### src/rtl/hazard_ctrl_pkg.sv
// hazard_ctrl_pkg: shared definitions for the pipeline hazard controller.
//   - Tuse/Tnew encodings (TUSE_NONE marks an operand that is never read)
//   - mult/div busy FSM states
//   - default mult/div latencies
//   - raw_hazard(): D-stage RAW check of one source operand against E and M
package hazard_ctrl_pkg;

    localparam logic [1:0] TUSE_NONE = 2'd3;

    localparam int unsigned MULT_CYCLES_DEF = 5;
    localparam int unsigned DIV_CYCLES_DEF  = 10;
    localparam int unsigned CNT_W_DEF       = 4;

    typedef enum logic {
        ST_IDLE = 1'b0,
        ST_BUSY = 1'b1
    } md_state_e;

    // A producer in E or M stalls the consumer in D when its result arrives later than the
    // consumer needs it. Register 0 is hard-wired and never creates a dependency.
    function automatic logic raw_hazard(
        input logic [4:0] a_src,
        input logic [1:0] tuse,
        input logic [4:0] a3_e,
        input logic [1:0] tnew_e,
        input logic [4:0] a3_m,
        input logic [1:0] tnew_m
    );
        logic hit_e;
        logic hit_m;
        // Tnew never exceeds 3, so an unused operand can never stall; the early out keeps
        // that explicit.
        if (a_src == 5'd0 || tuse == TUSE_NONE) begin
            return 1'b0;
        end
        hit_e = (a_src == a3_e) && (tnew_e > tuse);
        hit_m = (a_src == a3_m) && (tnew_m > tuse);
        return hit_e || hit_m;
    endfunction

endpackage

### src/rtl/md_busy_fsm.sv
// md_busy_fsm: busy tracker for the multi-cycle mult/div unit.
//   clk         in   system clock
//   reset       in   asynchronous active-low reset (0 = reset)
//   md_start_E  in   mult/div op valid in E this cycle
//   md_div_E    in   1 = div/divu, 0 = mult/multu
//   Req         in   exception/interrupt flush; suppresses a start in the same cycle
//   md_busy     out  unit busy, registered
// A start loads the countdown with the op latency; md_busy stays high for exactly that many
// cycles. A flush during BUSY does not abort the running op so HI/LO stays consistent.
module md_busy_fsm
    import hazard_ctrl_pkg::*;
#(
    parameter int unsigned MULT_CYCLES = MULT_CYCLES_DEF,
    parameter int unsigned DIV_CYCLES  = DIV_CYCLES_DEF,
    parameter int unsigned CNT_W       = CNT_W_DEF
) (
    input  logic clk,
    input  logic reset,
    input  logic md_start_E,
    input  logic md_div_E,
    input  logic Req,
    output logic md_busy
);

    md_state_e        state_q, state_d;
    logic [CNT_W-1:0] cnt_q, cnt_d;

    always_comb begin
        state_d = state_q;
        cnt_d   = cnt_q;
        case (state_q)
            ST_IDLE: begin
                // A start that coincides with Req belongs to an op being flushed.
                if (md_start_E && !Req) begin
                    cnt_d   = md_div_E ? CNT_W'(DIV_CYCLES) : CNT_W'(MULT_CYCLES);
                    state_d = ST_BUSY;
                end
            end
            ST_BUSY: begin
                // Starts here are impossible: stall_md holds every md op in D while busy.
                cnt_d = cnt_q - CNT_W'(1);
                if (cnt_q == CNT_W'(1)) begin
                    state_d = ST_IDLE;
                end
            end
            default: begin
                state_d = ST_IDLE;
                cnt_d   = '0;
            end
        endcase
    end

    always_ff @(posedge clk or negedge reset) begin
        if (!reset) begin
            state_q <= ST_IDLE;
            cnt_q   <= '0;
        end else begin
            state_q <= state_d;
            cnt_q   <= cnt_d;
        end
    end

    assign md_busy = (state_q == ST_BUSY);

endmodule

### src/rtl/hazard_ctrl.sv
// hazard_ctrl: stall/flush scheduler for the F/D/E/M/W pipeline registers.
//   clk, reset                 clock, asynchronous active-low reset (0 = reset)
//   A1_D, A2_D                 rs/rt of the D instruction
//   Tuse_rs_D, Tuse_rt_D       cycles until rs/rt are needed (3 = not used)
//   md_D                       D instruction uses HI/LO or the mult/div unit
//   A3_E, Tnew_E               destination and result latency of the E instruction
//   A3_M, Tnew_M               destination and result latency of the M instruction
//   md_start_E, md_div_E       mult/div op starting in E, and its kind
//   Req                        CP0 exception/interrupt request, taken at M
//   en_F, en_D                 PC and D register enables
//   flush_D/E/M/W              register clears (bubble on E for stalls, all on Req)
//   md_busy                    mult/div unit busy (registered)
//   stall_cnt                  saturating stall counter (only with HAZARD_STATS_EN)
// Build option: define HAZARD_STATS_EN to add the stall_cnt output and its counter.
// Priority is reset > Req > stall > normal flow.
module hazard_ctrl
    import hazard_ctrl_pkg::*;
#(
    parameter int unsigned MULT_CYCLES = MULT_CYCLES_DEF,
    parameter int unsigned DIV_CYCLES  = DIV_CYCLES_DEF,
    parameter int unsigned CNT_W       = CNT_W_DEF
) (
    input  logic        clk,
    input  logic        reset,
    input  logic [4:0]  A1_D,
    input  logic [4:0]  A2_D,
    input  logic [1:0]  Tuse_rs_D,
    input  logic [1:0]  Tuse_rt_D,
    input  logic        md_D,
    input  logic [4:0]  A3_E,
    input  logic [1:0]  Tnew_E,
    input  logic [4:0]  A3_M,
    input  logic [1:0]  Tnew_M,
    input  logic        md_start_E,
    input  logic        md_div_E,
    input  logic        Req,
    output logic        en_F,
    output logic        en_D,
    output logic        flush_D,
    output logic        flush_E,
    output logic        flush_M,
    output logic        flush_W,
    output logic        md_busy
`ifdef HAZARD_STATS_EN
    ,
    output logic [31:0] stall_cnt
`endif
);

    logic stall_rs;
    logic stall_rt;
    logic stall_md;
    logic stall;

    assign stall_rs = raw_hazard(A1_D, Tuse_rs_D, A3_E, Tnew_E, A3_M, Tnew_M);
    assign stall_rt = raw_hazard(A2_D, Tuse_rt_D, A3_E, Tnew_E, A3_M, Tnew_M);
    // An md op in E is about to occupy the unit, so a following md op must wait as well.
    assign stall_md = md_D && (md_start_E || md_busy);
    assign stall    = stall_rs || stall_rt || stall_md;

    md_busy_fsm #(
        .MULT_CYCLES (MULT_CYCLES),
        .DIV_CYCLES  (DIV_CYCLES),
        .CNT_W       (CNT_W)
    ) u_md_busy_fsm (
        .clk        (clk),
        .reset      (reset),
        .md_start_E (md_start_E),
        .md_div_E   (md_div_E),
        .Req        (Req),
        .md_busy    (md_busy)
    );

    // Req overrides a stall: the stalled instruction is being flushed anyway, and F must
    // advance to fetch the handler.
    always_comb begin
        en_F    = 1'b0;
        en_D    = 1'b0;
        flush_D = 1'b1;
        flush_E = 1'b1;
        flush_M = 1'b1;
        flush_W = 1'b1;
        if (reset) begin
            en_F    = Req || !stall;
            en_D    = Req || !stall;
            flush_D = Req;
            flush_E = Req || stall;
            flush_M = Req;
            flush_W = Req;
        end
    end

`ifdef HAZARD_STATS_EN
    logic [31:0] stall_cnt_q;

    always_ff @(posedge clk or negedge reset) begin
        if (!reset) begin
            stall_cnt_q <= '0;
        end else if (stall && !Req && (stall_cnt_q != 32'hFFFF_FFFF)) begin
            stall_cnt_q <= stall_cnt_q + 32'd1;
        end
    end

    assign stall_cnt = stall_cnt_q;
`endif

endmodule

### config.mk
export PLATFORM = sky130hd
export DESIGN_NAME = hazard_ctrl
export DESIGN_NICKNAME = d
export VERILOG_FILES = /design/src/rtl/hazard_ctrl_pkg.sv /design/src/rtl/md_busy_fsm.sv /design/src/rtl/hazard_ctrl.sv
export SDC_FILE = /design/constraint.sdc
export NUM_CORES = 1
export LEC_CHECK = 0
export CAP_MARGIN = 10
export CORE_MARGIN = 2
export CORE_UTILIZATION = 42
export CTS_CLUSTER_DIAMETER = 150
export DETAILED_ROUTE_END_ITERATION = 7
export PLACE_DENSITY_LB_ADDON = 0.1
export SLEW_MARGIN = 20
export SYNTH_ARGS = -nofsm -noshare
export SYNTH_HDL_FRONTEND = slang
export SYNTH_HIERARCHICAL = 1
export SYNTH_SLANG_ARGS = --single-unit
### constraint.sdc
create_clock -name clk -period 5.29 [get_ports clk]
set_clock_uncertainty 0.1 [all_clocks]
set_input_delay 1.058 -clock clk [delete_from_list [all_inputs] [get_ports clk]]
set_output_delay 1.058 -clock clk [all_outputs]
set_load 0.02 [all_outputs]
==> results by group, run 1 <==
STA
  • Final count of hold timing violations: 0
  • Max-slew headroom: 0.7550
  • Final setup viols: 0
  • Setup TNS: 0 ns
  • Fmax: ~220 MHz
  • Fin crit share: 0.8757
  • Max-slew violation count: 0
  • Actual slew at the worst max-slew pin: between 0.3 and 0.4 ns
  • Post-layout min period: 4.632 ns
  • Unrepaired setup endpoints after global routing: false

Drt
  • Total number of vias: about 810
  • Drt wl/cell: 12.58 um
  • Vias/cell: approximately 5.1
  • Antenna violation net count after detailed routing: 0
  • DRC viols: 0
  • Final WL: just over 2 mm
  • DR pass1 iterations: 4
  • DRT iter0 DRCs: 11

Synthesis
  • Post-Syn Area per Cell: 8.271 um2
  • Cell area after synthesis: approximately 800 um2
  • Cell with the most instances after synthesis: xnor2_1
  • Synth Register Bits: 5
  • EDFF count, synth: 0
  • Synth Warn #: 6
  • Post-synth top cells: 13 x xnor2_1, 10 x ha_1, 10 x inv_1
  • Asr flop ratio synth: 1.000
  • Seq/Total Area, Yosys: 0.1592
  • Post-synth cell types: 28
  • Synthesized net count: approximately 140
  • Top post-synthesis cells by area: dfrtp_1 16%, ha_1 16%, xnor2_1 14%
  • Ys flop type: dfrtp_1
  • Yosys top cell by area: dfrtp_1
  • Share of the synthesized area in the top cell type: 0.1592
  • Mapped Cells: 95

Clock network
  • Clock-pin slew on the worst setup and hold paths: approximately 0.040 ns
  • Worst skew pair latency: ~0.24 ns
  • Total CTS buffers: 3
  • Clock sinks: 5
  • Bufs on Longest Clock Path: 2
  • H-tree depth: 1
  • CTS tree: done
  • Root Buffer: clkbuf_4
  • Cts hold-fix bufs: 0
  • Post_cts resized: 0
  • Post-CTS Setup Repair Bufs: 0

Global routing
  • Met3 Usage GRT: 0.08077
  • First-pass GRT wire length: slightly above 3 mm
  • Total grt overflow: 0
  • Busiest grt layer: met2
  • Initial antenna violation count: 0
  • Total track usage: 0.2030
  • Pin count of the biggest net entering global routing: 14
  • Vias in the first global route: 744
  • Routing usage on met2: 0.3297
  • Met1 usage: 0.2638

Setup path
  • Critical path's slowest cell: clkdlybuf4s50_1
  • CP Capture Type: primary output
  • Arrival @ worst endpoint: between 3 and 4 ns
  • Critical path startpoint category: input pin
  • Largest stage delay, worst path: between 0.5 and 0.6 ns
  • Cell chain of the critical path: clkdlybuf4s50_1 -> inv_1 -> ha_1 -> nand2_1 -> nand4_1 -> nor4_1 -> o221ai_1 -> a32o_1 -> clkdlybuf4s50_1
  • Critical path type: in -> out
  • Req. time, crit path: between 4 and 5 ns
  • Worst-path maximum fanout: 2
  • CP most frequent cell: clkdlybuf4s50_1

Place
  • Placed Area: 1190 um2
  • IO Port Bufs: 40
  • Post-DP HPWL: 1.756 mm
  • Gpl congestion: 0.8210

Die
  • Initial Utilization: 0.4502
  • Die width: 47.26 um
  • Die Y-Extent: around 47 um
  • Die area: 2233 um2
  • # rows: 15
  • Core area: between 1500 and 2000 um2
  • # IOs: 41

Power and ir drop
  • NetSw: 105.1 uW
  • Internal power: roughly 170 uW
  • Clk pwr share: 0.156
  • Tot Pwr: 274.3 uW
  • Logic pwr share: 0.532
  • Power Density: 225.5 nW/um2
  • Seq pwr share: 0.312
  • Worst vdd ir: ~0.25 mV
  • Leakage: 0.0004993 uW
  • Switching Share: 0.3833

Cells and area
  • Layout cells sized above 1: 0.03704
  • Final instance area: about 1200 um2
  • Area growth syn-to-layout: 54.78%
  • Number of inserted diodes: 0
  • Nets: 180

Status
  • Outcome: completed

Hold path
  • Class of the worst hold path: reg -> reg

Flow run
  • MaxCap Viol Count: 0
==> sequential cells by signal (all words and copies together), names as in the netlist <==
register	cells
u_md_busy_fsm/md_busy	1
u_md_busy_fsm/cnt_q	4
==> per-layer routing <==
metal,wire (um),vias up
met5,0,-
met2,886,33
met4,4,0
met3,182,2
met1,939,355
li1,-,418
==> kinds of logic (layout without fill, tap and decap cells) <==
group,after synthesis,in the layout,synth area share
flip-flops,5,5,0.1592
AO/OA/AOI/OAI,16,16,0.1258
XOR/XNOR,21,21,0.2341
AND/OR/NAND/NOR,27,27,0.2133
buffers and inverters,14,54,0.08280
multiplexers,2,2,0.02548
adder cells (fa/ha/maj),10,10,0.1592
==> cell usage in the layout (no fill, tap or decap) <==
cell type / instances
ha_1: 10
nand2b_4: 1
and3_1: 1
o31a_1: 1
inv_1: 10
a21oi_1: 6
clkbuf_4: 3
and2_1: 1
xor2_1: 8
nor4_1: 4
a211oi_1: 1
nor2_1: 1
a32o_1: 1
nand4_1: 4
clkdlybuf4s50_1: 40
mux2i_1: 2
or3b_1: 1
xnor2_1: 13
nand4b_1: 1
o221ai_1: 2
o21ai_0: 5
dfrtp_1: 5
clkbuf_1: 1
nand2_1: 6
or4_1: 2
nand2b_1: 2
nor3_1: 1
and3b_2: 1
nand3_1: 1
==> worst paths after layout <==
check,slack [ns],from,depth (start not counted),endpoint
min in group asynchronous,0.98,reset,1,u_md_busy_fsm/md_busy$_DFF_PN0_
worst min register to register,0.49,u_md_busy_fsm/cnt_q[0]$_DFFE_PN0P_,1,u_md_busy_fsm/cnt_q[0]$_DFFE_PN0P_
worst min-delay path,0.49,u_md_busy_fsm/cnt_q[0]$_DFFE_PN0P_,1,u_md_busy_fsm/cnt_q[0]$_DFFE_PN0P_
max in group asynchronous,3.86,reset,1,u_md_busy_fsm/cnt_q[0]$_DFFE_PN0P_
worst max-delay path,0.66,Tuse_rs_D[1],9,en_F
worst max register to register,3.99,u_md_busy_fsm/md_busy$_DFF_PN0_,2,u_md_busy_fsm/cnt_q[2]$_DFFE_PN0P_
==> worst max-delay path: cells and delay by family <==
kind / cells / cell delay, ns
buffers and inverters: 3 / 1.08
AND/OR/NAND/NOR: 3 / 0.54
AO/OA/AOI/OAI: 2 / 0.48
adder cells (fa/ha/maj): 1 / 0.31
==> power groups by stage <==
stage	combinational (uW)	clock (uW)	sequential (uW)
after floorplan	92.8	0	77.1
after global placement	143	0	83.3
after detailed placement	146	0	84.9
after CTS	146	44.7	84.4
after global routing	165	47.8	87.7
final	146	42.9	85.5
==> layout make-up <==
class                      instances  area (um2)
fill                             155       529.3
multi-input combinational         76       595.6
timing repair buffer              40       400.4
clock buffer                       4       26.28
sequential                         5       125.1
tap                               25       31.28
inverter                          10       37.54
==> per-stage QoR <==
stage                     hold WS [ns]  cells    util  setup slack [ns]
after floorplan                 0.4233     95       -             1.647
after global placement          0.4716    156  0.6817            0.7151
after detailed placement        0.4770    156  0.6817            0.6995
after CTS                       0.4858    160  0.6968            0.6731
after global routing            0.5055    160  0.6968            0.4383
final                           0.4856    160  0.6968            0.6577
Note: power is estimated with default switching activity, not from simulation.
==> inputs of run 2 (changes only) <==
--- a/config.mk
+++ b/config.mk
@@ -7,7 +7,7 @@
 export LEC_CHECK = 0
 export CAP_MARGIN = 10
 export CORE_MARGIN = 2
-export CORE_UTILIZATION = 42
+export CORE_UTILIZATION = 39
 export CTS_CLUSTER_DIAMETER = 150
 export DETAILED_ROUTE_END_ITERATION = 7
 export PLACE_DENSITY_LB_ADDON = 0.1
==> constraint.sdc (replaced) <==
create_clock -name clk -period 4.6 [get_ports clk]
set_clock_uncertainty 0.1 [all_clocks]
set_input_delay 0.92 -clock clk [delete_from_list [all_inputs] [get_ports clk]]
set_output_delay 0.92 -clock clk [all_outputs]
set_load 0.02 [all_outputs]
==> results by group, run 2 (same netlist as run 1, synthesis figures left out) <==
STA
  • Final count of hold timing violations: 0 (unchanged)
  • Post-layout min period: around 4.3 ns
  • Unrepaired setup endpoints after global routing: false
  • Actual slew at the worst max-slew pin: 0.3701 ns (+0.002655 ns)
  • Fin crit share: 0.9367
  • Max-slew headroom: 0.7533 (-0.001770)
  • Final setup viols: 0 (unchanged)
  • Max-slew violation count: 0 (unchanged)
  • Fmax: around 230 MHz
  • Setup TNS: 0 ns (unchanged)

Clock network
  • Post_cts resized: 0 (unchanged)
  • Cts hold-fix bufs: 0 (unchanged)
  • CTS tree: done
  • Root Buffer: clkbuf_4
  • Bufs on Longest Clock Path: 2 (unchanged)
  • Clock-pin slew on the worst setup and hold paths: 0.04 ns (about the same)
  • Total CTS buffers: 3 (unchanged)
  • Worst skew pair latency: 0.24 ns (about the same)
  • Clock sinks: 5 (unchanged)
  • Post-CTS Setup Repair Bufs: 0 (unchanged)
  • H-tree depth: 1 (unchanged)

Setup path
  • CP Capture Type: primary output
  • Stages on worst setup path: 9 (unchanged)
  • CP most frequent cell: clkdlybuf4s50_1
  • Critical Path End: en_D
  • CP Launch Point: Tuse_rs_D[1]
  • Critical path startpoint category: input pin
  • Worst flop-to-flop path startpoint: u_md_busy_fsm/md_busy$_DFF_PN0_
  • Cell chain of the critical path: clkdlybuf4s50_1 -> inv_1 -> ha_1 -> nand2_1 -> nand4_1 -> nor4_1 -> o221ai_1 -> a32o_1 -> clkdlybuf4s50_1
  • Worst Reg2Reg Path Length in Cells: 2 (unchanged)
  • Req. time, crit path: 3.58 ns (-0.55 ns)
  • Worst path top cell family by delay: buffers and inverters
  • CP bufs+invs: 3 (unchanged)
  • Reg2reg setup slack: 3.29 ns (-0.70 ns)
  • Critical path's slowest cell: clkdlybuf4s50_1
  • Largest stage delay, worst path: 0.54 ns (about the same)
  • Worst R2R End: u_md_busy_fsm/cnt_q[2]$_DFFE_PN0P_
  • Worst-path maximum fanout: 2 (unchanged)
  • Arrival @ worst endpoint: 3.29 ns (-0.18 ns)
  • Critical path type: in -> out

Die
  • # IOs: 41 (unchanged)
  • Die area: 2390 um2 (+7.0%)
  • Die width: 48.89 um (+3.4%)
  • Core area: 1922 um2 (+10%)
  • # rows: 16 (+1)
  • Die Y-Extent: 48.89 um (+3.4%)
  • Initial Utilization: 0.4089 (-0.04133)

Cells and area
  • Nets: 180 (unchanged)
  • Most frequent cells in the layout: 40 x clkdlybuf4s50_1, 13 x xnor2_1, 10 x inv_1, 10 x ha_1, 8 x xor2_1
  • Max reg flops: 4 (unchanged)
  • # fillers: 171 (+10%)
  • Multi-input logic area: 595.6 um2 (unchanged)
  • Area growth syn-to-layout: 55.10%
  • Final instance area: 1219 um2 (+0.21%)
  • Cell Count, Final, Fillers Out: 162 (+1.3%)
  • Number of inserted diodes: 0 (unchanged)
  • Commonest non-fill, non-tap cell in the layout: clkdlybuf4s50_1
  • Largest Register: u_md_busy_fsm/cnt_q
  • Register area: 125.1 um2 (unchanged)
  • Layout cells sized above 1: 0.03704 (unchanged)

Power and ir drop
  • Worst vdd ir: 0.2026 mV (-18%)
  • Leakage: 0.0004993 uW (unchanged)
  • Logic pwr share: 0.528 (-0.004)
  • Clk pwr share: 0.164 (+0.008)
  • Switching Share: 0.3882 (+0.004868)
  • Tot Pwr: 318.5 uW (+16%)
  • Power Density: 261.3 nW/um2 (+16%)
  • Internal power: 194.9 uW (+15%)
  • Seq pwr share: 0.308 (-0.004)
  • NetSw: 123.6 uW (+18%)

Flow run
  • MaxCap Viol Count: 0 (unchanged)

Drt
  • Antenna violation net count after detailed routing: 0 (unchanged)
  • DRT iter0 DRCs: 17 (+6)
  • DRC viols: 0 (unchanged)
  • Drt wl/cell: 12.75 um (+1.4%)
  • Final WL: 2.066 mm (+2.7%)
  • Total number of vias: 818 (+1.2%)
  • Vias/cell: 5.049 (about the same)
  • DR pass1 iterations: 4 (unchanged)

Hold path
  • Class of the worst hold path: reg -> reg
  • Hold Startpoint: u_md_busy_fsm/cnt_q[2]$_DFFE_PN0P_
  • Hold Crit Depth: 2 (+1)

Global routing
  • First-pass GRT wire length: 3.581 mm (+15%)
  • Total grt overflow: 0 (unchanged)
  • Pin count of the biggest net entering global routing: 14 (unchanged)
  • Total track usage: 0.1895 (-0.01343)
  • Initial antenna violation count: 0 (unchanged)
  • Vias in the first global route: 843 (+13%)

Place
  • IO Port Bufs: 40 (unchanged)
  • Placed Area: 1192 um2 (+0.21%)
  • Post-DP HPWL: 1.756 mm (unchanged)
  • Inst Count DP: 158 (+1.3%)
  • Gpl congestion: 0.7526 (-8.3%)

Status
  • Outcome: completed
==> run 2: cell type report <==
cell class              instances  area share
clock buffers                   4     0.02156
flip-flops and latches          5      0.1027
repair buffers                 40      0.3285
multi-input cells              76      0.4887
well taps                      27     0.02772
inverters                      10     0.03080
==> run 2: metal layers <==
metal | global-route usage | up-vias | part of all wire
met5 | 0 | - | 0
met4 | 0.04286 | 0 | 0.0063
met2 | 0.3151 | 34 | 0.46
met3 | 0.04908 | 2 | 0.063
met1 | 0.2453 | 362 | 0.47
li1 | - | 420 | -
==> run 2: stage by stage <==
| stage | hold slack (ns) | setup slack [ns] | util |
|---|---|---|---|
| global route | 0.5215 | 0.07847 | 0.6341 |
| finish | 0.4929 | 0.2911 | 0.6341 |
| global placement | 0.4588 | 0.3678 | 0.6204 |
| detailed placement | 0.4843 | 0.2728 | 0.6204 |
| floorplan | 0.4233 | 1.233 | - |
| CTS | 0.4947 | 0.2702 | 0.6341 |
==> run 2: worst min-delay path, cell delays in order (launching register included) <==
cell and delay [ns]:
dfrtp_1 0.38, o21ai_0 0.10, o21ai_0 0.07
==> run 2: worst min-delay path by stage <==
| stage | end | slack (ns) |
|---|---|---|
| global route | u_md_busy_fsm/cnt_q[0]$_DFFE_PN0P_ | 0.52 |
| finish | u_md_busy_fsm/md_busy$_DFF_PN0_ | 0.49 |
| global placement | u_md_busy_fsm/md_busy$_DFF_PN0_ | 0.46 |
| detailed placement | u_md_busy_fsm/md_busy$_DFF_PN0_ | 0.48 |
| floorplan | u_md_busy_fsm/md_busy$_DFF_PN0_ | 0.42 |
| CTS | u_md_busy_fsm/md_busy$_DFF_PN0_ | 0.49 |
==> run 2: power groups by stage <==
stage | registers, uW | clock network, uW | logic, uW
floorplan | 88.6 | 0 | 107
global placement | 96.7 | 0 | 161
detailed placement | 98.1 | 0 | 167
CTS | 97.7 | 54.6 | 168
global route | 102 | 58.3 | 186
finish | 98.1 | 52.3 | 168
==> inputs of run 3 (changes only) <==
==> constraint.sdc (replaced) <==
create_clock -name clk -period 4.4 [get_ports clk]
set_clock_uncertainty 0.1 [all_clocks]
set_input_delay 0.88 -clock clk [delete_from_list [all_inputs] [get_ports clk]]
set_output_delay 0.88 -clock clk [all_outputs]
set_load 0.02 [all_outputs]
==> results by group, run 3 (same netlist as run 1, synthesis figures left out) <==
Clock network
  • Bufs on Longest Clock Path: 2 (unchanged)
  • CTS tree: done
  • Total CTS buffers: 3 (unchanged)
  • Root Buffer: clkbuf_4
  • Post_cts resized: 0 (unchanged)
  • Worst skew pair latency: 0.25 ns (about the same)
  • Clock sinks: 5 (unchanged)
  • H-tree depth: 1 (unchanged)
  • Clock-pin slew on the worst setup and hold paths: 0.04 ns (about the same)
  • Cts hold-fix bufs: 0 (unchanged)
  • Post-CTS Setup Repair Bufs: 0 (unchanged)

Die
  • Die Y-Extent: 48.89 um (unchanged)
  • Initial Utilization: 0.4089 (unchanged)
  • # rows: 16 (unchanged)
  • Core area: 1922 um2 (unchanged)
  • Die area: 2390 um2 (unchanged)
  • Die width: 48.89 um (unchanged)
  • # IOs: 41 (unchanged)

Flow run
  • MaxCap Viol Count: 0 (unchanged)

Drt
  • Final WL: 2.065 mm (about the same)
  • Antenna violation net count after detailed routing: 0 (unchanged)
  • DR pass1 iterations: 4 (unchanged)
  • Total number of vias: 803 (-1.8%)
  • Drt wl/cell: 12.75 um (about the same)
  • DRT iter0 DRCs: 11 (-6)
  • DRC viols: 0 (unchanged)
  • Vias/cell: 4.957 (-1.8%)

Place
  • Gpl congestion: 0.7526 (unchanged)
  • Inst Count DP: 158 (unchanged)
  • Place WS: 0.1528 ns (-0.1200 ns)
  • IO Port Bufs: 40 (unchanged)
  • Post-DP HPWL: 1.756 mm (unchanged)

Global routing
  • Total grt overflow: 0 (unchanged)
  • Vias in the first global route: 843 (unchanged)
  • Total track usage: 0.1895 (unchanged)
  • Initial antenna violation count: 0 (unchanged)
  • First-pass GRT wire length: 3.581 mm (unchanged)
  • Pin count of the biggest net entering global routing: 14 (unchanged)

Cells and area
  • Multi-input logic area: 601.8 um2 (+1.1%)
  • Area growth syn-to-layout: 56.53%
  • Number of inserted diodes: 0 (unchanged)
  • Commonest non-fill, non-tap cell in the layout: clkdlybuf4s50_1
  • Layout cells sized above 1: 0.04444 (+0.007407)
  • # fillers: 169 (-1.2%)
  • Largest Register: u_md_busy_fsm/cnt_q
  • Cell Count, Final, Fillers Out: 162 (unchanged)
  • Nets: 180 (unchanged)
  • Final Core Density: 0.6400 (+0.005859)
  • Register area: 125.1 um2 (unchanged)
  • Most frequent cells in the layout: 38 x clkdlybuf4s50_1, 13 x xnor2_1, 10 x inv_1, 10 x ha_1, 8 x xor2_1
  • Max reg flops: 4 (unchanged)

Setup path
  • Worst path top cell family by delay: buffers and inverters
  • CP Capture Type: primary output
  • CP bufs+invs: 3 (unchanged)
  • Req. time, crit path: 3.42 ns (-0.16 ns)
  • Critical path type: in -> out
  • Cell chain of the critical path: clkdlybuf4s50_1 -> inv_1 -> ha_1 -> nand2_1 -> nand4_1 -> nor4_1 -> o221ai_1 -> nand4b_1 -> clkdlybuf4s50_1
  • CP most frequent cell: clkdlybuf4s50_1
  • Arrival @ worst endpoint: 3.19 ns (-0.10 ns)
  • Largest stage delay, worst path: 0.63 ns (+0.09 ns)
  • Critical path's slowest cell: clkdlybuf4s50_1
  • Critical path startpoint category: input pin
  • Worst-path maximum fanout: 2 (unchanged)

Hold path
  • Class of the worst hold path: reg -> reg

STA
  • Fin crit share: 0.9488
  • Final setup viols: 0 (unchanged)
  • Max-slew violation count: 0 (unchanged)
  • Max-slew headroom: 0.7519 (-0.001318)
  • Unrepaired setup endpoints after global routing: false
  • Final count of hold timing violations: 0 (unchanged)
  • Setup ws final: 0.2253 ns (-0.06576 ns)
  • Post-layout min period: ~4.2 ns
  • Actual slew at the worst max-slew pin: 0.3721 ns (+0.001977 ns)
  • Setup TNS: 0 ns (unchanged)
  • Fmax: 239.5 MHz

Power and ir drop
  • Power Density: 270.9 nW/um2 (+3.7%)
  • Worst vdd ir: 0.2120 mV (+4.6%)
  • Tot Pwr: 333.2 uW (+4.6%)
  • Leakage: 0.0005196 uW (+4.1%)

Status
  • Outcome: completed
[run 3: per-layer routing]
| layer | vias up | track usage | share of wire | routed length, um |
|---|---|---|---|---|
| li1 | 418 | - | - | - |
| met5 | - | 0 | 0 | 0 |
| met3 | 2 | 0.04908 | 0.059 | 122 |
| met1 | 353 | 0.2453 | 0.47 | 978 |
| met4 | 0 | 0.04286 | 0.0063 | 13 |
| met2 | 30 | 0.3151 | 0.46 | 951 |
[run 3: final timing paths]
| check | from | end | slack (ns) | depth (start not counted) |
|---|---|---|---|---|
| min | u_md_busy_fsm/cnt_q[2]$_DFFE_PN0P_ | u_md_busy_fsm/md_busy$_DFF_PN0_ | 0.50 | 2 |
| min in group asynchronous | reset | u_md_busy_fsm/cnt_q[0]$_DFFE_PN0P_ | 0.80 | 1 |
| max reg2reg | u_md_busy_fsm/md_busy$_DFF_PN0_ | u_md_busy_fsm/cnt_q[2]$_DFFE_PN0P_ | 3.09 | 2 |
| min reg2reg | u_md_busy_fsm/cnt_q[2]$_DFFE_PN0P_ | u_md_busy_fsm/md_busy$_DFF_PN0_ | 0.50 | 2 |
| max | Tuse_rs_D[1] | flush_E | 0.23 | 9 |
| max in group asynchronous | reset | u_md_busy_fsm/cnt_q[3]$_DFFE_PN0P_ | 3.16 | 1 |
[run 3: power by group]
| part | internal [uW] | switching, uW |
|---|---|---|
| combinational | 98.7 | 77.1 |
| clock | 34.4 | 20.4 |
| sequential | 70.3 | 32.4 |
[run 3: layout make-up]
cell class / count / area share
Multi-Input combinational cell: 76 / 0.4893
Timing Repair Buffer: 40 / 0.3296
Sequential cell: 5 / 0.1017
Inverter: 10 / 0.03052
Tap cell: 27 / 0.02747
Clock buffer: 4 / 0.02136
[run 3: metrics by stage]
stage / cell area [um2] / hold WS, ns
floorplan: 785.8 / 0.4233
global placement: 1192 / 0.4588
detailed placement: 1192 / 0.4843
CTS: 1219 / 0.4947
global route: 1230 / 0.5215
finish: 1230 / 0.4953
[run 3: tightest hold or removal path, stage by stage (launching register included)]
cell,delay [ns]
dfrtp_1,0.38
o21ai_0,0.10
o21ai_0,0.07
